<file path="config.mk">
export PLATFORM = sky130hd
export DESIGN_NAME = game_session_ctl
export DESIGN_NICKNAME = d
export VERILOG_FILES = /design/src/rtl/game_session_ctl.sv
export SDC_FILE = /design/constraint.sdc
export NUM_CORES = 1
export LEC_CHECK = 0
export CELL_PAD_IN_SITES_DETAIL_PLACEMENT = 2
export CELL_PAD_IN_SITES_GLOBAL_PLACEMENT = 2
export CORE_MARGIN = 1
export CORE_UTILIZATION = 33
export DETAILED_ROUTE_END_ITERATION = 8
export PLACE_DENSITY_LB_ADDON = 0.1
export SYNTH_ARGS = -nofsm -noshare
export SYNTH_HDL_FRONTEND = slang
export SYNTH_SLANG_ARGS = --single-unit
export TNS_END_PERCENT = 100
</file>
<file path="constraint.sdc">
create_clock -name clk -period 5.9 [get_ports clk]
set_input_delay 1.77 -clock clk [delete_from_list [all_inputs] [get_ports clk]]
set_output_delay 1.77 -clock clk [all_outputs]
set_load 0.01 [all_outputs]
</file>
<file path="src/rtl/game_session_ctl.sv">
// Round controller for an N-player game: countdown/play timer, saturating
// per-player scores, car/gremlin enables and end-of-round winner/tie latch.
module game_session_ctl #(
   parameter int NUM_PLAYERS       = 2,
   parameter int SCORE_W           = 8,
   parameter int FRAMES_PER_SEC    = 60,
   parameter int GAME_SECONDS      = 60,
   parameter int COUNTDOWN_SECONDS = 3
) (
   input  logic                           clk,
   input  logic                           rst,
   input  logic                           frame_tick,
   input  logic                           start,
   input  logic                           pause,
   input  logic [3:0]                     num_players,
   input  logic [NUM_PLAYERS-1:0]         hit,
   output logic [NUM_PLAYERS*SCORE_W-1:0] scores,
   output logic [7:0]                     time_left,
   output logic [NUM_PLAYERS-1:0]         car_enable,
   output logic                           gremlins_enable,
   output logic                           countdown,
   output logic                           time_out,
   output logic [2:0]                     winner,
   output logic                           tie,
   output logic [NUM_PLAYERS-1:0]         active
);

   localparam int FC_W = (FRAMES_PER_SEC > 1) ? $clog2(FRAMES_PER_SEC) : 1;
   localparam logic [FC_W-1:0]    FC_LOAD   = FC_W'(FRAMES_PER_SEC - 1);
   localparam logic [FC_W-1:0]    FC_ZERO   = {FC_W{1'b0}};
   localparam logic [FC_W-1:0]    FC_ONE    = FC_W'(1);
   localparam logic [SCORE_W-1:0] SCORE_MAX = {SCORE_W{1'b1}};
   localparam logic [SCORE_W-1:0] SCORE_ONE = SCORE_W'(1);

   typedef enum logic [2:0] {
      ST_IDLE      = 3'd0,
      ST_COUNTDOWN = 3'd1,
      ST_PLAY      = 3'd2,
      ST_PAUSED    = 3'd3,
      ST_OVER      = 3'd4
   } state_t;

   state_t                 state_r;
   logic [FC_W-1:0]        frame_cnt_r;
   logic [SCORE_W-1:0]     score_r     [NUM_PLAYERS];
   logic [SCORE_W-1:0]     score_nxt_s [NUM_PLAYERS];
   logic [7:0]             time_left_r;
   logic [NUM_PLAYERS-1:0] car_enable_r;
   logic                   gremlins_enable_r;
   logic                   countdown_r;
   logic                   time_out_r;
   logic [2:0]             winner_r;
   logic                   tie_r;
   logic [NUM_PLAYERS-1:0] active_r;

   logic [3:0]             n_s;
   logic [NUM_PLAYERS-1:0] new_mask_s;
   logic [SCORE_W-1:0]     best_s;
   logic                   found_s;
   logic [2:0]             winner_s;
   logic                   tie_s;
   logic                   play_end_s;

   // Clamp the requested player count and build the active mask for a new round
   always_comb begin
      n_s = num_players;
      if (num_players == 4'd0) begin
         n_s = 4'd1;
      end else if (num_players > 4'(NUM_PLAYERS)) begin
         n_s = 4'(NUM_PLAYERS);
      end else begin
         n_s = num_players;
      end
      new_mask_s = {NUM_PLAYERS{1'b0}};
      for (int i = 0; i < NUM_PLAYERS; i++) begin
         new_mask_s[i] = (4'(i) < n_s);
      end
   end

   // Post-hit scores, and winner/tie ranked on those so a hit on the final tick counts
   always_comb begin
      best_s   = {SCORE_W{1'b0}};
      found_s  = 1'b0;
      winner_s = 3'd0;
      tie_s    = 1'b0;
      for (int i = 0; i < NUM_PLAYERS; i++) begin
         if ((state_r == ST_PLAY) && active_r[i] && hit[i] && (score_r[i] != SCORE_MAX)) begin
            score_nxt_s[i] = score_r[i] + SCORE_ONE;
         end else begin
            score_nxt_s[i] = score_r[i];
         end
         if (active_r[i]) begin
            if (!found_s || (score_nxt_s[i] > best_s)) begin
               best_s   = score_nxt_s[i];
               winner_s = 3'(i);
               tie_s    = 1'b0;
               found_s  = 1'b1;
            end else if (score_nxt_s[i] == best_s) begin
               tie_s = 1'b1;
            end else begin
               tie_s = tie_s;
            end
         end else begin
            tie_s = tie_s;
         end
      end
      play_end_s = frame_tick && (frame_cnt_r == FC_ZERO) && (time_left_r == 8'd1);
   end

   // Session state machine with all outputs registered
   always_ff @(posedge clk) begin
      if (rst) begin
         state_r           <= ST_IDLE;
         frame_cnt_r       <= FC_ZERO;
         time_left_r       <= 8'd0;
         car_enable_r      <= {NUM_PLAYERS{1'b0}};
         gremlins_enable_r <= 1'b0;
         countdown_r       <= 1'b0;
         time_out_r        <= 1'b0;
         winner_r          <= 3'd0;
         tie_r             <= 1'b0;
         active_r          <= {NUM_PLAYERS{1'b0}};
         for (int i = 0; i < NUM_PLAYERS; i++) score_r[i] <= {SCORE_W{1'b0}};
      end else begin
         case (state_r)
            ST_IDLE, ST_OVER: begin
               if (start) begin
                  active_r     <= new_mask_s;
                  car_enable_r <= new_mask_s;
                  winner_r     <= 3'd0;
                  tie_r        <= 1'b0;
                  time_out_r   <= 1'b0;
                  frame_cnt_r  <= FC_LOAD;
                  for (int i = 0; i < NUM_PLAYERS; i++) score_r[i] <= {SCORE_W{1'b0}};
                  if (COUNTDOWN_SECONDS == 0) begin
                     state_r           <= ST_PLAY;
                     time_left_r       <= 8'(GAME_SECONDS);
                     gremlins_enable_r <= 1'b1;
                     countdown_r       <= 1'b0;
                  end else begin
                     state_r           <= ST_COUNTDOWN;
                     time_left_r       <= 8'(COUNTDOWN_SECONDS);
                     gremlins_enable_r <= 1'b0;
                     countdown_r       <= 1'b1;
                  end
               end
            end
            ST_COUNTDOWN: begin
               if (frame_tick) begin
                  if (frame_cnt_r != FC_ZERO) begin
                     frame_cnt_r <= frame_cnt_r - FC_ONE;
                  end else begin
                     frame_cnt_r <= FC_LOAD;
                     if (time_left_r == 8'd1) begin
                        state_r           <= ST_PLAY;
                        time_left_r       <= 8'(GAME_SECONDS);
                        countdown_r       <= 1'b0;
                        gremlins_enable_r <= 1'b1;
                     end else begin
                        time_left_r <= time_left_r - 8'd1;
                     end
                  end
               end
            end
            ST_PLAY: begin
               score_r <= score_nxt_s;
               if (frame_tick) begin
                  if (frame_cnt_r != FC_ZERO) begin
                     frame_cnt_r <= frame_cnt_r - FC_ONE;
                  end else begin
                     frame_cnt_r <= FC_LOAD;
                     time_left_r <= time_left_r - 8'd1;
                  end
               end
               // Round expiry wins over a pause request on the same cycle
               if (play_end_s) begin
                  state_r           <= ST_OVER;
                  winner_r          <= winner_s;
                  tie_r             <= tie_s;
                  car_enable_r      <= {NUM_PLAYERS{1'b0}};
                  gremlins_enable_r <= 1'b0;
                  time_out_r        <= 1'b1;
               end else if (pause) begin
                  state_r           <= ST_PAUSED;
                  car_enable_r      <= {NUM_PLAYERS{1'b0}};
                  gremlins_enable_r <= 1'b0;
               end
            end
            ST_PAUSED: begin
               if (!pause) begin
                  state_r           <= ST_PLAY;
                  car_enable_r      <= active_r;
                  gremlins_enable_r <= 1'b1;
               end
            end
            default: begin
               state_r <= ST_IDLE;
            end
         endcase
      end
   end

   for (genvar g = 0; g < NUM_PLAYERS; g++) begin : g_scores
      assign scores[g*SCORE_W +: SCORE_W] = score_r[g];
   end

   assign time_left       = time_left_r;
   assign car_enable      = car_enable_r;
   assign gremlins_enable = gremlins_enable_r;
   assign countdown       = countdown_r;
   assign time_out        = time_out_r;
   assign winner          = winner_r;
   assign tie             = tie_r;
   assign active          = active_r;

endmodule

</file>
Yosys cells after proc, flatten, opt, wreduce, memory -nomap -nowiden
Cells that the tools add are included.
{"block": "totals", "output_inout_bits": 35, "inputBits": 11, "regBits": 44, "word_cells": 126}
{"block": "op_classes", "mux": 57, "magnitude_cmp": 4, "addsub": 4, "n_eq_ne": 18, "reduce_logical": 31}
{"operator": "2-to-1 mux 8 bit", "count": 9}
{"operator": "one-hot mux 16 bit (2 select lines)", "count": 1}
{"operator": "2-to-1 mux 3 bit", "count": 9}
{"operator": "one-hot mux 8 bit (3 select lines)", "count": 1}
{"operator": "2-to-1 mux 1 bit", "count": 19}
{"operator": "2-to-1 mux 6 bit", "count": 3}
{"operator": "adder 8 x 1 -> 8 bit (second input constant)", "count": 2}
{"operator": "2-to-1 mux 16 bit", "count": 1}
{"operator": "inequality test 2 bit (second input constant)", "count": 8}
{"operator": "inequality test 8 bit (second input constant)", "count": 2}
{"operator": "one-hot mux 3 bit (4 select lines)", "count": 1}
{"operator": "one-hot mux 6 bit (2 select lines)", "count": 1}
{"operator": "AND reduction 6 bit", "count": 2}
{"operator": "== test 8 x 1 -> 1 bit (second input constant)", "count": 1}
{"operator": "== test 8 bit", "count": 1}
{"operator": "> comparator 8 bit", "count": 1}
{"operator": "logical AND 1 bit", "count": 8}
{"operator": "less-than comparator 1 x 4 -> 1 bit (first input constant)", "count": 2}
{"operator": "2-to-1 mux 2 bit", "count": 4}
{"operator": "2-to-1 mux 4 bit", "count": 2}
{"operator": "subtractor 8 x 1 -> 8 bit (second input constant)", "count": 1}
{"operator": "AND reduction 7 bit", "count": 1}
{"operator": "== test 3 x 2 -> 1 bit (second input constant)", "count": 2}
{"operator": "logical NOT 6 bit", "count": 1}
{"operator": "other kinds (23)", "count": 31}

Depth between registers and ports, before layout
{"block": "logic_depth", "depth_word": 12, "ltp_mapped": 13, "mapped_depth_nobuf": 12}

Least setup slack after synthesis
OpenSTA, ideal clock, no wires.
{"block": "synth_path", "path_type": "in2reg", "start": "input port hit[0]", "end": "register tie_r, in the netlist tie", "t_required_ns": 5.835, "cell_stages": 11, "setup_slack_ns": 1.925, "setup_time_ns": 0.065, "t_arrival_ns": 3.910, "n_path_buf": 0, "path_cell_list": "nand2_1 or3_4 a31oi_4 nand2_2 mux2_1 ha_1 nand4_1 or3_1 nor2_1 mux2i_1 nor2_1"}
{"block": "synth_via", "elab_chain_cells": 10, "elab_cells_between_ends": 12, "cone_classes": "1 x order compare; 1 x eq/ne; 7 x mux; 3 x reduce/logical"}
{"item": "from (decl)", "line": "16", "rtl": "input logic [NUM_PLAYERS-1:0] hit,"}
{"item": "logical AND 1 bit * (2 in series)", "line": "87", "rtl": "if ((state_r == ST_PLAY) && active_r[i] && hit[i] && (score_r[i] != SCORE_MAX)) begin"}
{"item": "2-to-1 mux 8 bit *", "line": "87"}
{"item": "2-to-1 mux 8 bit *", "line": "92", "rtl": "if (active_r[i]) begin"}
{"item": "> comparator 8 bit / == test 8 bit (equally long branches)", "line": "93, 98"}
{"item": "logical OR 1 bit / 2-to-1 mux 1 bit (equally long branches)", "line": "93, 98"}
{"item": "2-to-1 mux 1 bit *", "line": "93", "rtl": "if (!found_s || (score_nxt_s[i] > best_s)) begin"}
{"item": "2-to-1 mux 1 bit *", "line": "92"}
{"item": "2-to-1 mux 1 bit *", "line": "176", "rtl": "if (play_end_s) begin"}
{"item": "one-hot mux 1 bit (2 select lines) *", "line": "125", "rtl": "case (state_r)"}
{"item": "to (signal assigned)", "line": "179", "rtl": "tie_r <= tie_s;"}
{"item": "to (decl)", "line": "53", "rtl": "logic tie_r;"}
Mark *: on every way between the ends. The rest lies on a longest branch, timed or not. The select of a mux whose other input is x is not followed.
A chain may end at the register's enable or synchronous reset.

Worst setup path in the final report
{"block": "layout_path", "start": "input port hit[0]", "end": "register winner_r[0], in the netlist winner[0]"}
{"block": "layout_via", "elab_chain_cells": 10}
{"item": "logical AND 1 bit (2 in series)", "line": "87"}
{"item": "2-to-1 mux 8 bit", "line": "87"}
{"item": "2-to-1 mux 8 bit", "line": "92"}
{"item": "> comparator 8 bit", "line": "93"}
{"item": "logical OR 1 bit", "line": "93"}
{"item": "2-to-1 mux 1 bit", "line": "93"}
{"item": "2-to-1 mux 1 bit", "line": "92"}
{"item": "2-to-1 mux 3 bit", "line": "176"}
{"item": "one-hot mux 3 bit (2 select lines)", "line": "125"}
{"item": "to (signal assigned)", "line": "178", "rtl": "winner_r <= winner_s;"}
{"item": "to (decl)", "line": "52", "rtl": "logic [2:0] winner_r;"}
No other way between the ends. The select of a mux whose other input is x is not followed.

==> flow_summary_export.csv <==
group,metric,value,unit
timing,worst_pin_slew,0.9457,ns
yosys,synthXorXnorAreaFrac,0.03841,
floorplan,die_w,93.06,um
flow_run,cap_viol_max_count,0,
critical_path,crit_type,"input pin to flip-flop",
floorplan,fp.coreArea,7888,um2
global_routing,grt_pass1_vias,2910,
timing,rsz0062_at_grt,"no",
clock_tree,cts_buffers,5,
yosys,synth.yosys.seq_area_share,0.3073,
clock_tree,cts_tree,"built",
global_routing,antenna_found_initial,0,
timing,slew_headroom,0.3682,
clock_tree,cts_sinks,42,
critical_path,reg2reg_from,"state_r[1]",
routing,wl,8.730,mm
critical_path,required,6.07,ns
yosys,synthArstFlopShare,0,
yosys,yosys_warnings,0,
global_routing,grt_pass1_wl,14.97,mm
timing,setup_viol,0,
clock_tree,cts-root-buf,"clkbuf_8",
yosys,synth_compound_gate_area_share,0.2529,
routing,top_layer,"met4",
placed_design,gp_congestion,0.7507,
yosys,yosys_register_bits,42,
yosys,synthCells,344,
routing,met2WireLength,4.063,mm
power,p_per_area,194.5,nW/um2
timing,max_freq,222.7,MHz
clock_tree,path_clk_slew,0.09,ns
critical_path,critPathCaptureType,"flip-flop",
critical_path,crit_start,"hit[0]",
yosys,ys_types,64,
finish,nets,405,
yosys,syn_area,2736,um2
floorplan,io_pins,46,
global_routing,grt_usage,0.2174,
yosys,synth_top_area_share,0.3073,
finish,final_core_util,0.4205,
power,seqPwrFrac,0.493,
routing,drc,0,
yosys,synthMuxAreaShare,0.01875,
clock_tree,clock_latency,0.30,ns
critical_path,crit_arrival,4.66,ns
yosys,synth_area_per_cell,7.955,um2
placed_design,place_hpwl,6.631,mm
clock_tree,cts-resized-gates,0,
clock_tree,cts_setup_buffers,0,
power,clkPwrFrac,0.295,
routing,vias,2752,
timing,fin_crit,4.491,ns
timing,drv_slew,0,
run_status,status,"finished clean",
routing,drt-pass1-iter-count,4,
global_routing,overflow,0,
floorplan,dieArea,8660,um2
timing,hold_ws,0.4928,ns
min_path,hold_path.class,"flip-flop to flip-flop",
power,leakage,1.176,nW
power,pwr-share-comb,0.212,
routing,met1_length,4.430,mm
timing,tns,0,ns
clock_tree,cts.path.max_buffers,2,
yosys,yosys.area_share.simple,0.2734,
routing,wl_per_cell,18.04,um
power,intPower,0.0004399,W
placed_design,io_buffers,42,
yosys,synth_ff_type,"dfxtp_1",
power,p_switching,0.0002052,W
routing,drt-initial-drc-count,127,
finish,drive_gt1_frac,0.07068,
min_path,hp-start,"winner[0]",
power,swShare,0.3181,
routing,wl_met3,192,um
power,ir_drop,0.08237,mV
floorplan,die_h,93.06,um
clock_tree,htreeDepth,2,
yosys,synth_top_family_by_area,"simple AND/OR/NAND/NOR gates",
routing,viasPerCell,5.686,
timing,hold_viol,0,
routing,postRouteAntennaNets,0,
clock_tree,postCtsHoldBufs,0,
yosys,yosys.area.top_type,"dfxtp_1",
finish,layout_common_cells,"dfxtp_1 (42), clkdlybuf4s50_1 (42), nand2_1 (37)",
finish,num_antenna_cells,0,
floorplan,rows,32,
timing,period_share,0.7612,
floorplan,initial_core_util,0.3469,
yosys,synth_fa_ha_area_frac,0.05944,
yosys,synth_edf_count,0,
global_routing,grt_max_degree,20,
critical_path,worstSetupStartpointType,"input pin",
yosys,ys_top_cells_by_area,"dfxtp_1 (31%), ha_1 (5.9%), a21oi_1 (5.7%)",
timing,skew,0.01197,ns
finish,syn2layout_area_growth,21.22,%
critical_path,crit_fanout,7,
## metal layers
| layer | vias up | GRT usage |
|---|---|---|
| met5 | - | 0 |
| met4 | 0 | 0.03718 |
| met3 | 4 | 0.03089 |
| met2 | 30 | 0.3499 |
| met1 | 1385 | 0.3108 |
| li1 | 1333 | - |
## critical path, stage by stage
cell	delay, ns
clkdlybuf4s50_1	0.48
nand2_1	0.17
or3_4	0.49
a31oi_4	0.20
nand2_2	0.09
mux2_1	0.32
ha_1	0.32
nand4_1	0.14
a21oi_1	0.06
a2111oi_0	0.50
o2bb2ai_1	0.13
## final timing paths
check	end	slack [ns]	depth (start not counted)
worst max register to register	winner[0]	2.43	9
worst min register to register	winner[0]	0.49	1
worst min-delay path	winner[0]	0.49	1
worst max-delay path	winner[0]	1.41	11
## per-stage QoR
| step | power, W | instance area (um2) | setup slack, ns | instances |
|---|---|---|---|---|
| 6_report | 0.0006451 | 3317 | 1.409 | 484 |
| 5_1_grt | 0.0006843 | 3317 | 1.170 | 484 |
| 4_1_cts | 0.0006568 | 3317 | 1.383 | 484 |
| 3_5_place_dp | 0.0004608 | 3231 | 1.083 | 476 |
| 3_3_place_gp | 0.0004558 | 3231 | 1.053 | 476 |
| 2_1_floorplan | 0.0004078 | 2740 | 1.925 | 345 |
## kinds of logic (layout without fill, tap and decap cells)
family,Yosys count,in the layout
other,1,2
XOR/XNOR,12,12
flip-flops,42,42
AO/OA/AOI/OAI,97,97
adder cells (fa/ha/maj),13,13
buffers and inverters,30,67
AND/OR/NAND/NOR,144,144
multiplexers,5,5
## synth_stat cells, types with 6 or more instances
| master | number |
|---|---|
| ha_1 | 13 |
| inv_1 | 14 |
| nor3_1 | 13 |
| a21oi_1 | 31 |
| o21ai_0 | 13 |
| a31oi_1 | 10 |
| xnor2_1 | 7 |
| and2_1 | 6 |
| nor2_1 | 30 |
| dfxtp_1 | 42 |
| nand2_1 | 37 |
| clkbuf_1 | 10 |
| nand4_1 | 6 |
| nand3_1 | 14 |
## cell type report
type / count / area, um2
inverters: 14 / 52.55
clock inverters: 2 / 13.76
well taps: 102 / 127.6
repair buffers: 45 / 442.9
fillers: 913 / 4571
flip-flops and latches: 42 / 840.8
clock buffers: 6 / 72.57
multi-input cells: 273 / 1767
## sequential cells by signal, summed over array words and instances (netlist names)
| signal | flops |
|---|---|
| car_enable | 2 |
| countdown | 1 |
| state_r | 3 |
| time_left | 8 |
| scores | 16 |
| winner | 1 |
| tie | 1 |
| active | 2 |
| time_out | 1 |
| frame_cnt_r | 6 |
| gremlins_enable | 1 |
## power by group through the flow
stage,Sequential [W],Clock (W),Combinational [W]
after floorplan,0.000319,0,0.0000889
after global placement,0.000324,0,0.000132
after detailed placement,0.000325,0,0.000136
after CTS,0.000318,0.000201,0.000137
after global routing,0.000321,0.000211,0.000152
final,0.000318,0.000190,0.000137
Power figures use the tool's default switching activity.
